**src/rtl/register_file_wb_if.sv**
```systemverilog
// Bus bundle between the pipeline (master) and the writeback register bank (slave).
// Carries the writeback port, the two decode read ports, the issue port and the
// hazard/scoreboard status returned to decode.
interface register_file_wb_if #(
   parameter int DATA_WIDTH = 8,
   parameter int ADDR_WIDTH = 3
);
   // writeback stage
   logic [DATA_WIDTH-1:0]        ans_wb;
   logic [ADDR_WIDTH-1:0]        rd_wb;
   logic                         wr_en_wb;
   // decode read ports
   logic [ADDR_WIDTH-1:0]        rs_addr;
   logic [ADDR_WIDTH-1:0]        rt_addr;
   logic [DATA_WIDTH-1:0]        rs_data;
   logic [DATA_WIDTH-1:0]        rt_data;
   // decode issue and hazard status
   logic                         issue_valid;
   logic [ADDR_WIDTH-1:0]        issue_rd;
   logic                         stall;
   logic [(2**ADDR_WIDTH)-1:0]   pending;

   modport master (
      output ans_wb, rd_wb, wr_en_wb,
      output rs_addr, rt_addr,
      output issue_valid, issue_rd,
      input  rs_data, rt_data, stall, pending
   );

   modport slave (
      input  ans_wb, rd_wb, wr_en_wb,
      input  rs_addr, rt_addr,
      input  issue_valid, issue_rd,
      output rs_data, rt_data, stall, pending
   );
endinterface

```
**src/rtl/register_file_wb.sv**
```systemverilog
// General-purpose register bank fed by the writeback stage.
// - Register 0 is hardwired to zero and never becomes pending.
// - Read ports bypass the in-flight writeback so decode sees it in the same cycle.
// - A pending-write scoreboard tracks destinations of issued instructions and
//   drives a combinational read-after-write stall towards decode.
module register_file_wb #(
   parameter int DATA_WIDTH = 8,
   parameter int ADDR_WIDTH = 3
) (
   input  logic               clk,
   input  logic               reset,
   register_file_wb_if.slave  bus
);

   localparam int NUM_REGS = 2**ADDR_WIDTH;

   logic [DATA_WIDTH-1:0]  regs_r [NUM_REGS];
   logic [NUM_REGS-1:0]    pending_r;
   logic [NUM_REGS-1:0]    pending_nxt_s;
   logic [NUM_REGS-1:0]    set_mask_s;
   logic [NUM_REGS-1:0]    clr_mask_s;
   logic [DATA_WIDTH-1:0]  rs_data_s;
   logic [DATA_WIDTH-1:0]  rt_data_s;
   logic                   haz_rs_s;
   logic                   haz_rt_s;
   logic                   stall_s;
   logic                   wb_write_s;

   // Operand read with zero register and writeback bypass.
   function automatic logic [DATA_WIDTH-1:0] read_port(
      input logic [ADDR_WIDTH-1:0] addr,
      input logic                  wr_en,
      input logic [ADDR_WIDTH-1:0] wr_addr,
      input logic [DATA_WIDTH-1:0] wr_data,
      input logic [DATA_WIDTH-1:0] stored
   );
      logic [DATA_WIDTH-1:0] value;
      if (addr == '0) begin
         value = '0;
      end else if (wr_en && (wr_addr == addr)) begin
         value = wr_data;
      end else begin
         value = stored;
      end
      return value;
   endfunction

   // A source is hazardous while its register is pending, unless the writeback
   // that resolves it is arriving this very cycle (it is then forwarded).
   function automatic logic source_hazard(
      input logic [ADDR_WIDTH-1:0] addr,
      input logic                  is_pending,
      input logic                  wr_en,
      input logic [ADDR_WIDTH-1:0] wr_addr
   );
      return (addr != '0) && is_pending && !(wr_en && (wr_addr == addr));
   endfunction

   assign wb_write_s = bus.wr_en_wb && (bus.rd_wb != '0);

   // Register array: writeback lands on the rising edge; r0 is never written.
   always_ff @(posedge clk or posedge reset) begin
      if (reset) begin
         for (int i = 0; i < NUM_REGS; i++) begin
            regs_r[i] <= '0;
         end
      end else if (wb_write_s) begin
         regs_r[bus.rd_wb] <= bus.ans_wb;
      end else begin
         regs_r[bus.rd_wb] <= regs_r[bus.rd_wb];
      end
   end

   // Read ports, bypassed from the writeback stage.
   always_comb begin
      rs_data_s = read_port(bus.rs_addr, bus.wr_en_wb, bus.rd_wb, bus.ans_wb,
                            regs_r[bus.rs_addr]);
      rt_data_s = read_port(bus.rt_addr, bus.wr_en_wb, bus.rd_wb, bus.ans_wb,
                            regs_r[bus.rt_addr]);
   end

   // RAW hazard detection for both sources; equal addresses give equal results.
   always_comb begin
      haz_rs_s = source_hazard(bus.rs_addr, pending_r[bus.rs_addr],
                               bus.wr_en_wb, bus.rd_wb);
      haz_rt_s = source_hazard(bus.rt_addr, pending_r[bus.rt_addr],
                               bus.wr_en_wb, bus.rd_wb);
      stall_s  = haz_rs_s || haz_rt_s;
   end

   // Scoreboard next state: accepted issue sets, writeback clears, set wins
   // because the issuing instruction is the newer writer.
   always_comb begin
      set_mask_s = '0;
      clr_mask_s = '0;
      if (bus.issue_valid && !stall_s) begin
         set_mask_s[bus.issue_rd] = 1'b1;
      end else begin
         set_mask_s = '0;
      end
      if (bus.wr_en_wb) begin
         clr_mask_s[bus.rd_wb] = 1'b1;
      end else begin
         clr_mask_s = '0;
      end
      set_mask_s[0] = 1'b0;
      clr_mask_s[0] = 1'b0;
      pending_nxt_s = set_mask_s | (pending_r & ~clr_mask_s);
   end

   // Scoreboard state register; reset drops every in-flight pending bit.
   always_ff @(posedge clk or posedge reset) begin
      if (reset) begin
         pending_r <= '0;
      end else begin
         pending_r <= pending_nxt_s;
      end
   end

   assign bus.rs_data = rs_data_s;
   assign bus.rt_data = rt_data_s;
   assign bus.stall   = stall_s;
   assign bus.pending = pending_r;

endmodule

```
**src/flat_wrapper.sv**
```systemverilog
// flat-port wrapper written by rule: the top's interface ports become plain ports
module register_file_wb_flat 
#(
   parameter int DATA_WIDTH = 8,
   parameter int ADDR_WIDTH = 3
)
  (clk, reset, bus_ans_wb, bus_rd_wb, bus_wr_en_wb, bus_rs_addr, bus_rt_addr, bus_issue_valid, bus_issue_rd, bus_rs_data, bus_rt_data, bus_stall, bus_pending);
  register_file_wb_if #(.DATA_WIDTH(DATA_WIDTH), .ADDR_WIDTH(ADDR_WIDTH)) bus_i ();
  input  logic clk;
  input  logic reset;
  input wire logic [$bits(bus_i.ans_wb)-1:0] bus_ans_wb;
  input wire logic [$bits(bus_i.rd_wb)-1:0] bus_rd_wb;
  input wire logic [$bits(bus_i.wr_en_wb)-1:0] bus_wr_en_wb;
  input wire logic [$bits(bus_i.rs_addr)-1:0] bus_rs_addr;
  input wire logic [$bits(bus_i.rt_addr)-1:0] bus_rt_addr;
  input wire logic [$bits(bus_i.issue_valid)-1:0] bus_issue_valid;
  input wire logic [$bits(bus_i.issue_rd)-1:0] bus_issue_rd;
  output wire logic [$bits(bus_i.rs_data)-1:0] bus_rs_data;
  output wire logic [$bits(bus_i.rt_data)-1:0] bus_rt_data;
  output wire logic [$bits(bus_i.stall)-1:0] bus_stall;
  output wire logic [$bits(bus_i.pending)-1:0] bus_pending;
  assign bus_i.ans_wb = bus_ans_wb;
  assign bus_i.rd_wb = bus_rd_wb;
  assign bus_i.wr_en_wb = bus_wr_en_wb;
  assign bus_i.rs_addr = bus_rs_addr;
  assign bus_i.rt_addr = bus_rt_addr;
  assign bus_i.issue_valid = bus_issue_valid;
  assign bus_i.issue_rd = bus_issue_rd;
  assign bus_rs_data = bus_i.rs_data;
  assign bus_rt_data = bus_i.rt_data;
  assign bus_stall = bus_i.stall;
  assign bus_pending = bus_i.pending;
  register_file_wb #(.DATA_WIDTH(DATA_WIDTH), .ADDR_WIDTH(ADDR_WIDTH)) u_core (.clk(clk), .reset(reset), .bus(bus_i));
endmodule
```
**config.mk**
```make
export PLATFORM = sky130hd
export DESIGN_NAME = register_file_wb_flat
export DESIGN_NICKNAME = d
export VERILOG_FILES = /design/src/rtl/register_file_wb_if.sv /design/src/rtl/register_file_wb.sv /design/src/flat_wrapper.sv
export SDC_FILE = /design/constraint.sdc
export NUM_CORES = 1
export LEC_CHECK = 0
export CAP_MARGIN = 20
export CORE_MARGIN = 4
export CORE_UTILIZATION = 24
export CTS_CLUSTER_DIAMETER = 100
export CTS_CLUSTER_SIZE = 8
export DETAILED_ROUTE_END_ITERATION = 16
export HOLD_SLACK_MARGIN = 0.05
export PLACE_DENSITY_LB_ADDON = 0.15
export SETUP_SLACK_MARGIN = 0.15
export SLEW_MARGIN = 5
export SYNTH_ARGS = -nofsm -noshare
export SYNTH_HDL_FRONTEND = slang
export SYNTH_SLANG_ARGS = --single-unit
```
**constraint.sdc**
```tcl
create_clock -name clk -period 5.2 [get_ports clk]
set_input_delay 1.04 -clock clk [delete_from_list [all_inputs] [get_ports clk]]
set_output_delay 1.04 -clock clk [all_outputs]
set_load 0.01 [all_outputs]
```
==> qor.csv <==
stage;metric;value;unit
status;status;complete, no violations;
floorplanning;die_x;148;um
clocking;cts_buffer_depth;2;
logic_synthesis;yosys-mux-area-fraction;25.7;%
setup_path;endpoint_kind;output pin;
setup_path;reg2reg_depth;5;
cells_and_area;post-route-util;30.1;%
worst_hold_path;whs_path_depth;0;
logic_synthesis;ys_seq_area_share;37.9;%
logic_synthesis;synthTopCellsByCount;71 x dfrtp_1, 67 x nand2_1, 60 x o21ai_0;
logic_synthesis;synth_fa_ha_area_share;0;%
logic_synthesis;ys_top_cells_by_area;dfrtp_1 38%, mux4_2 17%, mux2i_1 7.5%, o21ai_0 6.4%, nand2_1 5.4%;
logic_synthesis;synthSimpleGateAreaFrac;13.3;%
power_and_ir_drop;p_leak;2.35;nW
floorplanning;die_y;148;um
sta;final.setup_skew;0.00742;ns
route;via_count;3828;
clocking;cts.hold.buffers_added;0;
logic_synthesis;ys.flop_type;dfrtp_1;
logic_synthesis;synthDistinctLibCells;50;
clocking;numClockSinks;71;
placement;dpl.hpwl;10800;um
worst_hold_path;hold_path.class;flip-flop to flip-flop;
logic_synthesis;syn-num-nets;486;
placement;gp_congestion;0.818;
global_route;antenna_found_initial;0;
setup_path;startpoint_type;input pin;
placement;port_buffers;47;
floorplanning;die_area;21800;um^2
sta;final_hold_viol_count;0;
logic_synthesis;post-synth-top-area-fraction;37.9;%
setup_path;critPathMaxFanout;11;
clocking;path_clk_slew;0.05;ns
route;drc;0;
cells_and_area;diodes;0;
logic_synthesis;async_reset_ff_share;100;%
sta;slew_headroom;39.7;%
floorplanning;io_pins;49;
route;dr.pass1.iters;5;
floorplanning;rows;50;
clocking;cts_tree;built;
logic_synthesis;yosys.area_share.xor_xnor;1.12;%
setup_path;r2r_end;u_core.regs_r[35]$_DFFE_PP0N_;
setup_path;rrSetupSlack;3.33;ns
clocking;clockRootBuffer;clkbuf_16;
power_and_ir_drop;p_clk_share;30.5;%
power_and_ir_drop;switching_power;0.636;mW
setup_path;worstSetupPathType;input pin to output pin;
setup_path;regToRegStartpoint;u_core.regs_r[51]$_DFFE_PP0N_;
route;wl;15800;um
run;cap_violations;0;
power_and_ir_drop;peakVddDrop;0.157;mV
logic_synthesis;synth_compound_area_share;16.8;%
global_route;grt_max_degree;39;
floorplanning;initial_core_util;24.7;%
logic_synthesis;synth-edff-count;0;
sta;fin_crit;4.56;ns
clocking;post_cts_buffers;0;
sta;slew_viol_final;0;
setup_path;cp.arrival;3.52;ns
sta;worst_slew_pin_slew;0.905;ns
logic_synthesis;synthMostInstantiatedCell;dfrtp_1;
worst_hold_path;holdPathEnd;u_core.regs_r[58]$_DFFE_PP0P_;
clocking;cts_buffers;9;
power_and_ir_drop;p_comb_share;29.8;%
cells_and_area;syn2layout_area_growth;21.7;%
logic_synthesis;synth_warnings;0;
sta;fmax;0.219;GHz
route;drtAntennaViolNets;0;
logic_synthesis;synth-seq-cells;71;
power_and_ir_drop;p_per_area;342;nW/um^2
setup_path;critPathRequiredTime;4.16;ns
power_and_ir_drop;p_int;1.32;mW
cells_and_area;nets;523;
route;via_per_inst;5.01;
global_route;grt_overflow;0;
global_route;grt_pass1_wl;24700;um
sta;rsz0062_at_grt;no;
logic_synthesis;synth_top_family_by_area;multiplexers;
route;drt_iter0_markers;288;
clocking;clkLatencyLatePin;0.34;ns
sta;fin_tns_setup;0;ns
clocking;ctsResizeCount;0;
logic_synthesis;syn_area_per_cell;10.2;um^2
logic_synthesis;syn_inst;462;
sta;post-route-period-util;87.7;%
route;wl_per_cell;20.7;um
power_and_ir_drop;seqPwrFrac;39.7;%
logic_synthesis;synth_top_cell_by_area;dfrtp_1;
clocking;htreeDepth;3;
logic_synthesis;netlist_area;4690;um^2
power_and_ir_drop;swShare;32.6;%
sta;hold_ws;0.418;ns
cells_and_area;drive_above_1_share;17.3;%
global_route;grt_pass1_vias;3939;
global_route;track_usage;15.0;%
worst_hold_path;hold_start;u_core.regs_r[58]$_DFFE_PP0P_;
sta;setup_violations;0;
floorplanning;coreArea;19000;um^2
## worst max-delay path, stage by stage
cell and delay (ns):
clkdlybuf4s50_1 0.78, buf_4 0.36, mux4_2 0.53, mux2i_1 0.20
a211oi_1 0.11, clkdlybuf4s50_1 0.49
## cell type report
type | count | area [um^2]
Sequential cell | 71 | 1780
Multi-Input combinational cell | 341 | 2670
Clock buffer | 13 | 260
Inverter | 7 | 26.3
Fill cell | 2007 | 13200
Clock inverter | 3 | 17.5
Timing Repair Buffer | 69 | 631
Tap cell | 260 | 325
## power by group through the flow
stage / Sequential, mW / Combinational [mW] / Clock, mW
CTS: 0.771 / 0.590 / 0.611
finish: 0.774 / 0.582 / 0.595
detailed placement: 0.781 / 0.587 / 0
floorplan: 0.744 / 0.375 / 0
global route: 0.790 / 0.645 / 0.628
global placement: 0.778 / 0.584 / 0
## through the flow
step           power (mW)  cells  worst slack [ns]  cell area [um^2]
4_1_cts              1.97    764             0.592              5710
3_5_place_dp         1.37    748             0.637              5430
5_1_grt              2.06    764             0.452              5710
3_3_place_gp         1.36    748             0.670              5430
6_report             1.95    764             0.637              5710
2_1_floorplan        1.12    462              1.82              4690
## worst max-delay path by stage
stage / end / slack [ns] / depth (start not counted) / from
6_report: bus_rs_data[1] / 0.64 / 6 / bus_rs_addr[0]
5_1_grt: bus_rs_data[1] / 0.45 / 6 / bus_rs_addr[0]
4_1_cts: bus_rs_data[1] / 0.59 / 6 / bus_rs_addr[0]
3_5_place_dp: bus_rs_data[3] / 0.64 / 6 / bus_rs_addr[0]
3_3_place_gp: bus_rs_data[3] / 0.67 / 6 / bus_rs_addr[0]
2_1_floorplan: bus_rt_data[5] / 1.82 / 7 / bus_rd_wb[2]
## layer usage
layer	track usage [%]	wire, um	vias up
li1	-	-	1801
met1	21.0	7580	1909
met2	23.2	7390	101
met3	3.92	656	17
met4	3.68	203	0
met5	0	0	-
## cell families after synthesis
| family | Yosys count |
|---|---|
| AND/OR/NAND/NOR | 134 |
| buffers and inverters | 50 |
| other | 1 |
| multiplexers | 76 |
| XOR/XNOR | 6 |
| flip-flops | 71 |
| AO/OA/AOI/OAI | 124 |
## cell usage in the layout (no fill, tap or decap), types with 8 or more instances in the layout
master / n
a21oi_1: 11
nand3_1: 8
buf_4: 22
a211oi_1: 18
dfrtp_1: 71
nand2_1: 67
mux2i_1: 35
nor2_1: 25
mux4_2: 35
o21ai_0: 60
clkdlybuf4s50_1: 46
clkbuf_16: 9
nand3b_1: 9
## registers in the layout, indices dropped and copies added (netlist names)
name                count
u_core.regs_r          64
u_core.bus.pending      7
Power figures use the tool's default switching activity.
